File: src/rtl/fetch_ctrl.sv
// Instruction-fetch controller: sequences the PC register and instruction ROM,
// buffers fetched {pc, instr} pairs in a small FIFO and hands them to decode.
module fetch_ctrl #(
    parameter int          BUF_DEPTH  = 2,
    parameter logic [31:0] HALT_INSTR = 32'h00100073
) (
    input  logic        clk,
    input  logic        reset,
    input  logic        start,
    input  logic [31:0] pc_current,
    input  logic [31:0] instr,
    output logic [31:0] pc_next,
    output logic        pc_write_enable,
    input  logic        redirect_valid,
    input  logic [31:0] redirect_target,
    output logic        fetch_valid,
    input  logic        fetch_ready,
    output logic [31:0] fetch_instr,
    output logic [31:0] fetch_pc,
    output logic        halted
);

    localparam int PTR_W = (BUF_DEPTH > 1) ? $clog2(BUF_DEPTH) : 1;
    localparam int CNT_W = $clog2(BUF_DEPTH + 1);

    typedef enum logic [1:0] {
        IDLE = 2'd0,
        RUN  = 2'd1,
        HALT = 2'd2
    } state_t;

    state_t             r_state;
    state_t             w_nextState;
    logic [31:0]        r_bufInstr [BUF_DEPTH];
    logic [31:0]        r_bufPc    [BUF_DEPTH];
    logic [PTR_W-1:0]   r_rdPtr;
    logic [PTR_W-1:0]   r_wrPtr;
    logic [CNT_W-1:0]   r_count;
    logic               w_pop;
    logic               w_push;
    logic               w_flush;
    logic               w_space;

    // Pointers wrap explicitly so non-power-of-two depths stay in range.
    function automatic logic [PTR_W-1:0] nextPtr(input logic [PTR_W-1:0] p);
        if (p == PTR_W'(BUF_DEPTH - 1)) begin
            return '0;
        end
        return p + 1'b1;
    endfunction

    assign fetch_valid = (r_count != '0);
    assign fetch_instr = r_bufInstr[r_rdPtr];
    assign fetch_pc    = r_bufPc[r_rdPtr];
    assign halted      = (r_state == HALT);
    assign w_pop       = fetch_valid && fetch_ready;
    assign w_space     = (r_count < CNT_W'(BUF_DEPTH)) || w_pop;

    always_comb begin
        w_nextState     = r_state;
        pc_next         = pc_current;
        pc_write_enable = 1'b0;
        w_push          = 1'b0;
        w_flush         = 1'b0;
        case (r_state)
            IDLE: begin
                if (start) begin
                    w_nextState = RUN;
                end
            end
            RUN: begin
                if (redirect_valid) begin
                    w_flush         = 1'b1;
                    pc_write_enable = 1'b1;
                    pc_next         = redirect_target & 32'hFFFF_FFFC;
                end else if (w_space) begin
                    w_push = 1'b1;
                    if (instr == HALT_INSTR) begin
                        w_nextState = HALT;
                    end else begin
                        pc_write_enable = 1'b1;
                        pc_next         = pc_current + 32'd4;
                    end
                end
            end
            HALT: begin
                if (redirect_valid) begin
                    w_flush         = 1'b1;
                    pc_write_enable = 1'b1;
                    pc_next         = redirect_target & 32'hFFFF_FFFC;
                    w_nextState     = RUN;
                end
            end
            default: begin
                w_nextState = IDLE;
            end
        endcase
    end

    always_ff @(posedge clk) begin
        if (reset) begin
            r_state <= IDLE;
        end else begin
            r_state <= w_nextState;
        end
    end

    // A flush wins over any pop or push in the same cycle; the popped head is
    // already consumed by decode, so dropping the whole buffer is safe.
    always_ff @(posedge clk) begin
        if (reset) begin
            r_rdPtr <= '0;
            r_wrPtr <= '0;
            r_count <= '0;
            for (int i = 0; i < BUF_DEPTH; i++) begin
                r_bufInstr[i] <= '0;
                r_bufPc[i]    <= '0;
            end
        end else if (w_flush) begin
            r_rdPtr <= '0;
            r_wrPtr <= '0;
            r_count <= '0;
        end else begin
            if (w_push) begin
                r_bufInstr[r_wrPtr] <= instr;
                r_bufPc[r_wrPtr]    <= pc_current;
                r_wrPtr             <= nextPtr(r_wrPtr);
            end
            if (w_pop) begin
                r_rdPtr <= nextPtr(r_rdPtr);
            end
            case ({w_push, w_pop})
                2'b10:   r_count <= r_count + 1'b1;
                2'b01:   r_count <= r_count - 1'b1;
                default: r_count <= r_count;
            endcase
        end
    end

endmodule

File: config.mk
export PLATFORM = sky130hd
export DESIGN_NAME = fetch_ctrl
export DESIGN_NICKNAME = d
export VERILOG_FILES = /design/src/rtl/fetch_ctrl.sv
export SDC_FILE = /design/constraint.sdc
export NUM_CORES = 1
export LEC_CHECK = 0
export CAP_MARGIN = 20
export CORE_MARGIN = 3
export CORE_UTILIZATION = 50
export DETAILED_ROUTE_END_ITERATION = 6
export GPL_ROUTABILITY_DRIVEN = 0
export GPL_TIMING_DRIVEN = 0
export PLACE_DENSITY = 0.81
export SLEW_MARGIN = 40
export SYNTH_ARGS = -nofsm -noshare
export SYNTH_HDL_FRONTEND = slang
export SYNTH_SLANG_ARGS = --single-unit
export TNS_END_PERCENT = 30
File: constraint.sdc
create_clock -name clk -period 7.9 [get_ports clk]
set_clock_uncertainty 0.2 [all_clocks]
set_input_delay 1.975 -clock clk [delete_from_list [all_inputs] [get_ports clk]]
set_output_delay 1.975 -clock clk [all_outputs]
set_load 0.03 [all_outputs]
==> flow_summary.json, run 1 <==
{
  "crit_required_ps": 5730,
  "drt-pass1-iter-count": 7,
  "async_reset_ff_share_pct": 0,
  "hpwl_mm": 17.5,
  "wl_per_cell_um": 20.9,
  "p_int_uw": 1860,
  "core-area_sq_mm": 0.0154,
  "stdcell_count": 1163,
  "cts_resized": 0,
  "pwr-share-seq_pct": 32.0,
  "synth.area.top_cells": "edfxtp_1 (48%), mux2_2 (9.6%), and2_1 (9.3%), a21oi_1 (2.3%), nor4_1 (2.0%)",
  "max_freq_mhz": 132,
  "fp.dieW_um": 132,
  "hold_violations": 0,
  "path_cells": "clkdlybuf4s50_1 -> buf_2 -> buf_1 -> clkbuf_1 -> a21oi_1 -> o21a_1 -> o31ai_1 -> clkdlybuf4s50_1",
  "cts.sinks": 135,
  "status": "completed",
  "synthesis.area_sq_mm": 0.00796,
  "final-seq-area_sq_mm": 0.00398,
  "track_usage_pct": 27.5,
  "power.total_uw": 2740,
  "min_path_cells": 2,
  "fin_nets": 1047,
  "antenna_found_initial": 0,
  "clkPwrFrac_pct": 32.2,
  "yosysWarningCount": 0,
  "post_cts_buffers": 0,
  "path_clk_slew_ps": 60,
  "avgSynthCellArea_sq_um": 11.0,
  "setup_viol": 0,
  "slew_headroom_pct": 48.9,
  "synth_flop_cell": "edfxtp_1",
  "ff2ff_path_depth": 8,
  "multi_input_area_sq_mm": 0.00371,
  "power_frac_comb_pct": 35.8,
  "drive_gt1_share_pct": 13.8,
  "drv_slew": 0,
  "synth_edf_count": 128,
  "finalCritPeriodShare_pct": 95.9,
  "hold_path_class": "flip-flop to flip-flop",
  "clock_latency_ps": 410,
  "ys_types": 71,
  "min_period_ps": 7580,
  "grt_max_degree": 37,
  "ant_nets": 0,
  "seq_area_frac_synth_pct": 50.1,
  "ioPinCount": 200,
  "synth_cells": 724,
  "worst-path-max-fanout": 10,
  "p_per_area_mw_per_mm2": 251,
  "drtIter0Drc": 720,
  "max_slew.worst_pin.slew_ps": 767,
  "fin_util_pct": 71.1,
  "cp-end-kind": "output port",
  "cts_max_path_buffers": 2,
  "grt_setup_unrepaired": "false",
  "dp.cells": 1132,
  "diodes": 0,
  "routed_wl_mm": 24.3,
  "cp.arrival_ps": 5400,
  "n_fill_cell": 1136,
  "via_count": 6950,
  "root_buffer": "clkbuf_16",
  "grt_pass1_vias": 6785,
  "max_cap_viol_count": 0,
  "grt_first_pass_wirelength_mm": 37.5,
  "syn_nets": 831,
  "die-height_um": 132,
  "grt_overflow": 0,
  "power.switching_uw": 884,
  "numCtsBuffers": 17,
  "cts_hold_buf": 0,
  "cts_tree": "built",
  "crit_path_max_incr_delay_ps": 750,
  "worstSetupPathType": "input pin to output port",
  "switching_share_pct": 32.2,
  "io_buffer_count": 193,
  "syn_to_final_growth_pct": 37.4,
  "synth_top_cell_by_area": "edfxtp_1",
  "cp_slowest_cell": "clkdlybuf4s50_1",
  "p_leak_uw": 0.00397,
  "yosys-top-cells-count": "edfxtp_1 (128), and2_1 (118), mux2_2 (68), clkbuf_1 (41), nand2_1 (39)",
  "cts_max_level": 4,
  "row_count": 45,
  "critPathMostFrequentCell": "clkdlybuf4s50_1",
  "hold_ws_ps": 359,
  "worstSetupStartpointType": "input pin",
  "die-area_sq_mm": 0.0175,
  "synth_top_area_share_pct": 48.3,
  "vdd_drop_max_v": 0.000145,
  "drc": 0,
  "viasPerCell": 5.98,
  "floorplan.initialDensity_pct": 51.8,
  "synth.most_common_cell": "edfxtp_1",
  "synth-seq-cells": 135
}
cell families (layout without fill, tap and decap cells):
kind of cell    count (synthesis)  in the layout  share of synthesized area, %
simple gates                  289            289                          21.5
compound gates                138            138                          12.1
flops                         135            135                          50.1
mux                            79             79                          11.0
buf+inv                        71            299                          3.73
fa+ha+maj                       6              6                         0.944
xor+xnor                        6              6                         0.661
final timing paths:
kind	slack [ps]	to	from
min	360	flip-flop	r_rdPtr$_SDFFE_PP0P_
min reg2reg	360	flip-flop	r_rdPtr$_SDFFE_PP0P_
max reg2reg	4730	r_bufInstr[0][22]$_SDFFCE_PN0P_	r_state[1]$_SDFFE_PP0P_
max	320	pc_next[16]	redirect_valid
worst max-delay path: cells and delay by family:
family                 cells  cell delay (ps)
AO/OA/AOI/OAI              3              660
buffers and inverters      5             2770
metrics by stage:
step           setup TNS, ps  setup slack, ps  area, sq um
3_3_place_gp          -71160            -1110        10200
5_1_grt                    0              284        10900
6_report                   0              322        10900
4_1_cts                    0              482        10900
2_1_floorplan              0             1470         7960
3_5_place_dp               0              465        10300
state kept, by name, indices dropped and copies added, names as in the netlist, named ones only:
register,cells
r_count,2
r_rdPtr,1
r_bufPc,64
r_state,2
r_wrPtr,1
r_bufInstr,64
layer usage:
| layer | routed length [um] | vias up | track usage [%] | share of wire, % |
|---|---|---|---|---|
| li1 | - | 3151 | - | - |
| met1 | 9550 | 3227 | 36.5 | 39 |
| met4 | 911 | 0 | 10.2 | 3.7 |
| met3 | 2570 | 94 | 6.79 | 11 |
| met5 | 0 | - | 0 | 0 |
| met2 | 11300 | 478 | 44.0 | 46 |
cell usage in the layout, fill, tap and decap left out, drive strengths merged, types with 6 or more instances in the layout:
cell type | netlist | layout
buf | 5 | 9
mux2 | 68 | 68
nand2 | 40 | 40
a21oi | 36 | 36
a2bb2oi | 7 | 7
nor3 | 13 | 13
clkdlybuf4s50 | 0 | 193
dfxtp | 7 | 7
o31ai | 11 | 11
o21a | 7 | 7
bufinv | 0 | 6
inv | 22 | 23
clkbuf | 44 | 61
o21ai | 23 | 23
nor2 | 25 | 25
nand3 | 14 | 14
and2 | 118 | 118
edfxtp | 128 | 128
nand4 | 8 | 8
ha | 6 | 6
nor4 | 27 | 27
mux2i | 11 | 11
nor2b | 11 | 11
power groups by stage:
stage	sequential [uW]	combinational, uW	clock [uW]
3_5_place_dp	890	969	0
3_3_place_gp	894	947	0
6_report	876	982	883
5_1_grt	882	1030	916
2_1_floorplan	889	575	0
4_1_cts	876	975	890
layout make-up:
cell class	count	share of cell area, %
Buffer	49	1.96
Clock buffer	17	3.89
Clock inverter	14	2.11
Inverter	22	0.756
Multi-Input combinational cell	518	33.9
Sequential cell	135	36.5
Tap cell	211	2.42
Timing Repair Buffer	197	18.5
Power figures use the tool's default switching activity.
==> inputs of run 2 (changes only) <==
--- a/config.mk
+++ b/config.mk
@@ -16,4 +16,4 @@
 export SYNTH_ARGS = -nofsm -noshare
 export SYNTH_HDL_FRONTEND = slang
 export SYNTH_SLANG_ARGS = --single-unit
-export TNS_END_PERCENT = 30
+export TNS_END_PERCENT = 20
==> results of run 2 <==
No change in the layout: final DEF, timing and power equal those of run 1.
==> inputs of run 3 (changes only) <==
--- a/config.mk
+++ b/config.mk
@@ -5,13 +5,15 @@
 export SDC_FILE = /design/constraint.sdc
 export NUM_CORES = 1
 export LEC_CHECK = 0
+export ABC_CLOCK_PERIOD_IN_PS = 7900
 export CAP_MARGIN = 20
 export CORE_MARGIN = 3
-export CORE_UTILIZATION = 50
+export CORE_UTILIZATION = 51
+export CTS_BUF_LIST = sky130_fd_sc_hd__clkbuf_4
 export DETAILED_ROUTE_END_ITERATION = 6
 export GPL_ROUTABILITY_DRIVEN = 0
 export GPL_TIMING_DRIVEN = 0
-export PLACE_DENSITY = 0.81
+export PLACE_DENSITY = 0.83
 export SLEW_MARGIN = 40
 export SYNTH_ARGS = -nofsm -noshare
 export SYNTH_HDL_FRONTEND = slang
==> run 3 against run 2 <==
Effect of this change: critical path depth decreased by 1; utilization decreased by 2.1 points; clock-buffer cell count unchanged; setup slack improved by 110 ps; clock power decreased by 51%; sequential power about the same; non-clock buffer count unchanged; sequential cell count unchanged; sequential share of layout area increased by 1.4 points; via count decreased by 1.4%; fmax increased by 1.5%; register-to-register slack improved by 70 ps; critical endpoint is now pc_next[2]; highest routed layer unchanged.
==> flow_summary.json, run 3 (same netlist as run 1, synthesis figures left out) <==
{
  "diodes": 0,
  "reg_top3": "r_bufInstr x64, r_bufPc x64",
  "drt-pass1-iter-count": 6,
  "worstSetupPathType": "input pin to output port",
  "cts_tree": "built",
  "fin_setup_tns_ps": 0,
  "cts_resized": 0,
  "cp.arrival_ps": 5290,
  "viasPerCell": 5.90,
  "cts.sinks": 135,
  "die-height_um": 131,
  "grt_max_degree": 34,
  "cts_hold_buf": 0,
  "finalCritPeriodShare_pct": 94.5,
  "routed_wl_mm": 23.1,
  "hpwl_mm": 17.0,
  "antenna_found_initial": 0,
  "path_clk_slew_ps": 100,
  "max_cap_viol_count": 0,
  "p_leak_uw": 0.00379,
  "slew_headroom_pct": 50.5,
  "core-area_sq_mm": 0.0153,
  "syn_to_final_growth_pct": 32.3,
  "floorplan.initialDensity_pct": 52.1,
  "io_buffer_count": 193,
  "crit_required_ps": 5730,
  "ff2ff_setup_slack_ps": 4800,
  "drv_slew": 0,
  "ioPinCount": 200,
  "layout_common_cells": "clkdlybuf4s50_1 (193), edfxtp_1 (128), and2_1 (118)",
  "setup_viol": 0,
  "power.total_uw": 2280,
  "cp-end-kind": "output port",
  "vdd_drop_max_v": 0.000111,
  "p_per_area_mw_per_mm2": 216,
  "grt_setup_unrepaired": "false",
  "die-area_sq_mm": 0.0171,
  "max_slew.worst_pin.slew_ps": 742,
  "cts_max_level": 4,
  "worstSetupStartpointType": "input pin",
  "track_usage_pct": 26.5,
  "grt_overflow": 0,
  "drtIter0Drc": 794,
  "n_fill_cell": 1187,
  "via_count": 6855,
  "row_count": 45,
  "status": "completed",
  "max_freq_mhz": 134,
  "drive_gt1_share_pct": 13.8,
  "design_area_sq_mm": 0.0105,
  "place_area_sq_mm": 0.0103,
  "grt_pass1_vias": 6525,
  "fp.dieW_um": 131,
  "clock_latency_ps": 520,
  "hold_path_class": "flip-flop to flip-flop",
  "hold_violations": 0,
  "cts_max_path_buffers": 2,
  "drc": 0,
  "root_buffer": "clkbuf_4",
  "fin_nets": 1047,
  "numCtsBuffers": 17,
  "worst-path-max-fanout": 10,
  "layout_commonest_cell": "clkdlybuf4s50_1",
  "post_cts_buffers": 0,
  "grt_first_pass_wirelength_mm": 34.3,
  "min_period_ps": 7470,
  "wl_per_cell_um": 19.9,
  "ant_nets": 0
}
-- run 3: worst paths after layout --
path | startpoint | to | depth (start not counted)
worst max-delay path | instr[25] | pc_next[2] | 7
worst min-delay path | r_rdPtr$_SDFFE_PP0P_ | r_rdPtr$_SDFFE_PP0P_ | 2
worst max register to register | r_state[1]$_SDFFE_PP0P_ | r_bufInstr[0][15]$_SDFFCE_PN0P_ | 8
worst min register to register | r_rdPtr$_SDFFE_PP0P_ | r_rdPtr$_SDFFE_PP0P_ | 2
-- run 3: routing by layer --
metal	routed length [um]	track usage [%]	vias up
li1	-	-	3138
met5	0	0	-
met2	10900	42.5	408
met3	2200	6.34	55
met1	9400	35.2	3254
met4	571	9.74	0
-- run 3: through the flow --
stage	hold slack (ps)	worst slack (ps)	cells	util, %
finish	361	434	1162	69.0
global route	386	225	1162	69.0
CTS	359	385	1162	68.9
detailed placement	335	375	1132	67.2
global placement	333	-991	1128	66.5
floorplan	313	1470	724	-
-- run 3: cell type report --
cell class                      instances  area [sq um]  share of cell area [%]
Sequential cell                       135          3980                    37.9
Multi-Input combinational cell        518          3710                    35.2
Timing Repair Buffer                  197          2010                    19.1
Tap cell                              211           264                    2.51
Buffer                                 49           214                    2.03
Clock inverter                         13           135                    1.28
Clock buffer                           17           128                    1.21
Inverter                               22          82.6                   0.785
-- run 3: worst max-delay path, cell delays in order --
cell	delay [ps]
clkdlybuf4s50_1	440
nor4_1	530
nand4_2	430
o21ai_2	540
mux2_2	390
o221ai_1	260
clkdlybuf4s50_1	730
-- run 3: report_power, final --
part / switching [uW] / leakage [uW] / internal [uW]
Combinational: 560 / 0.00226 / 410
Sequential: 18.2 / 0.00139 / 855
Clock: 249 / 0.000143 / 183
Total: 828 / 0.00379 / 1450
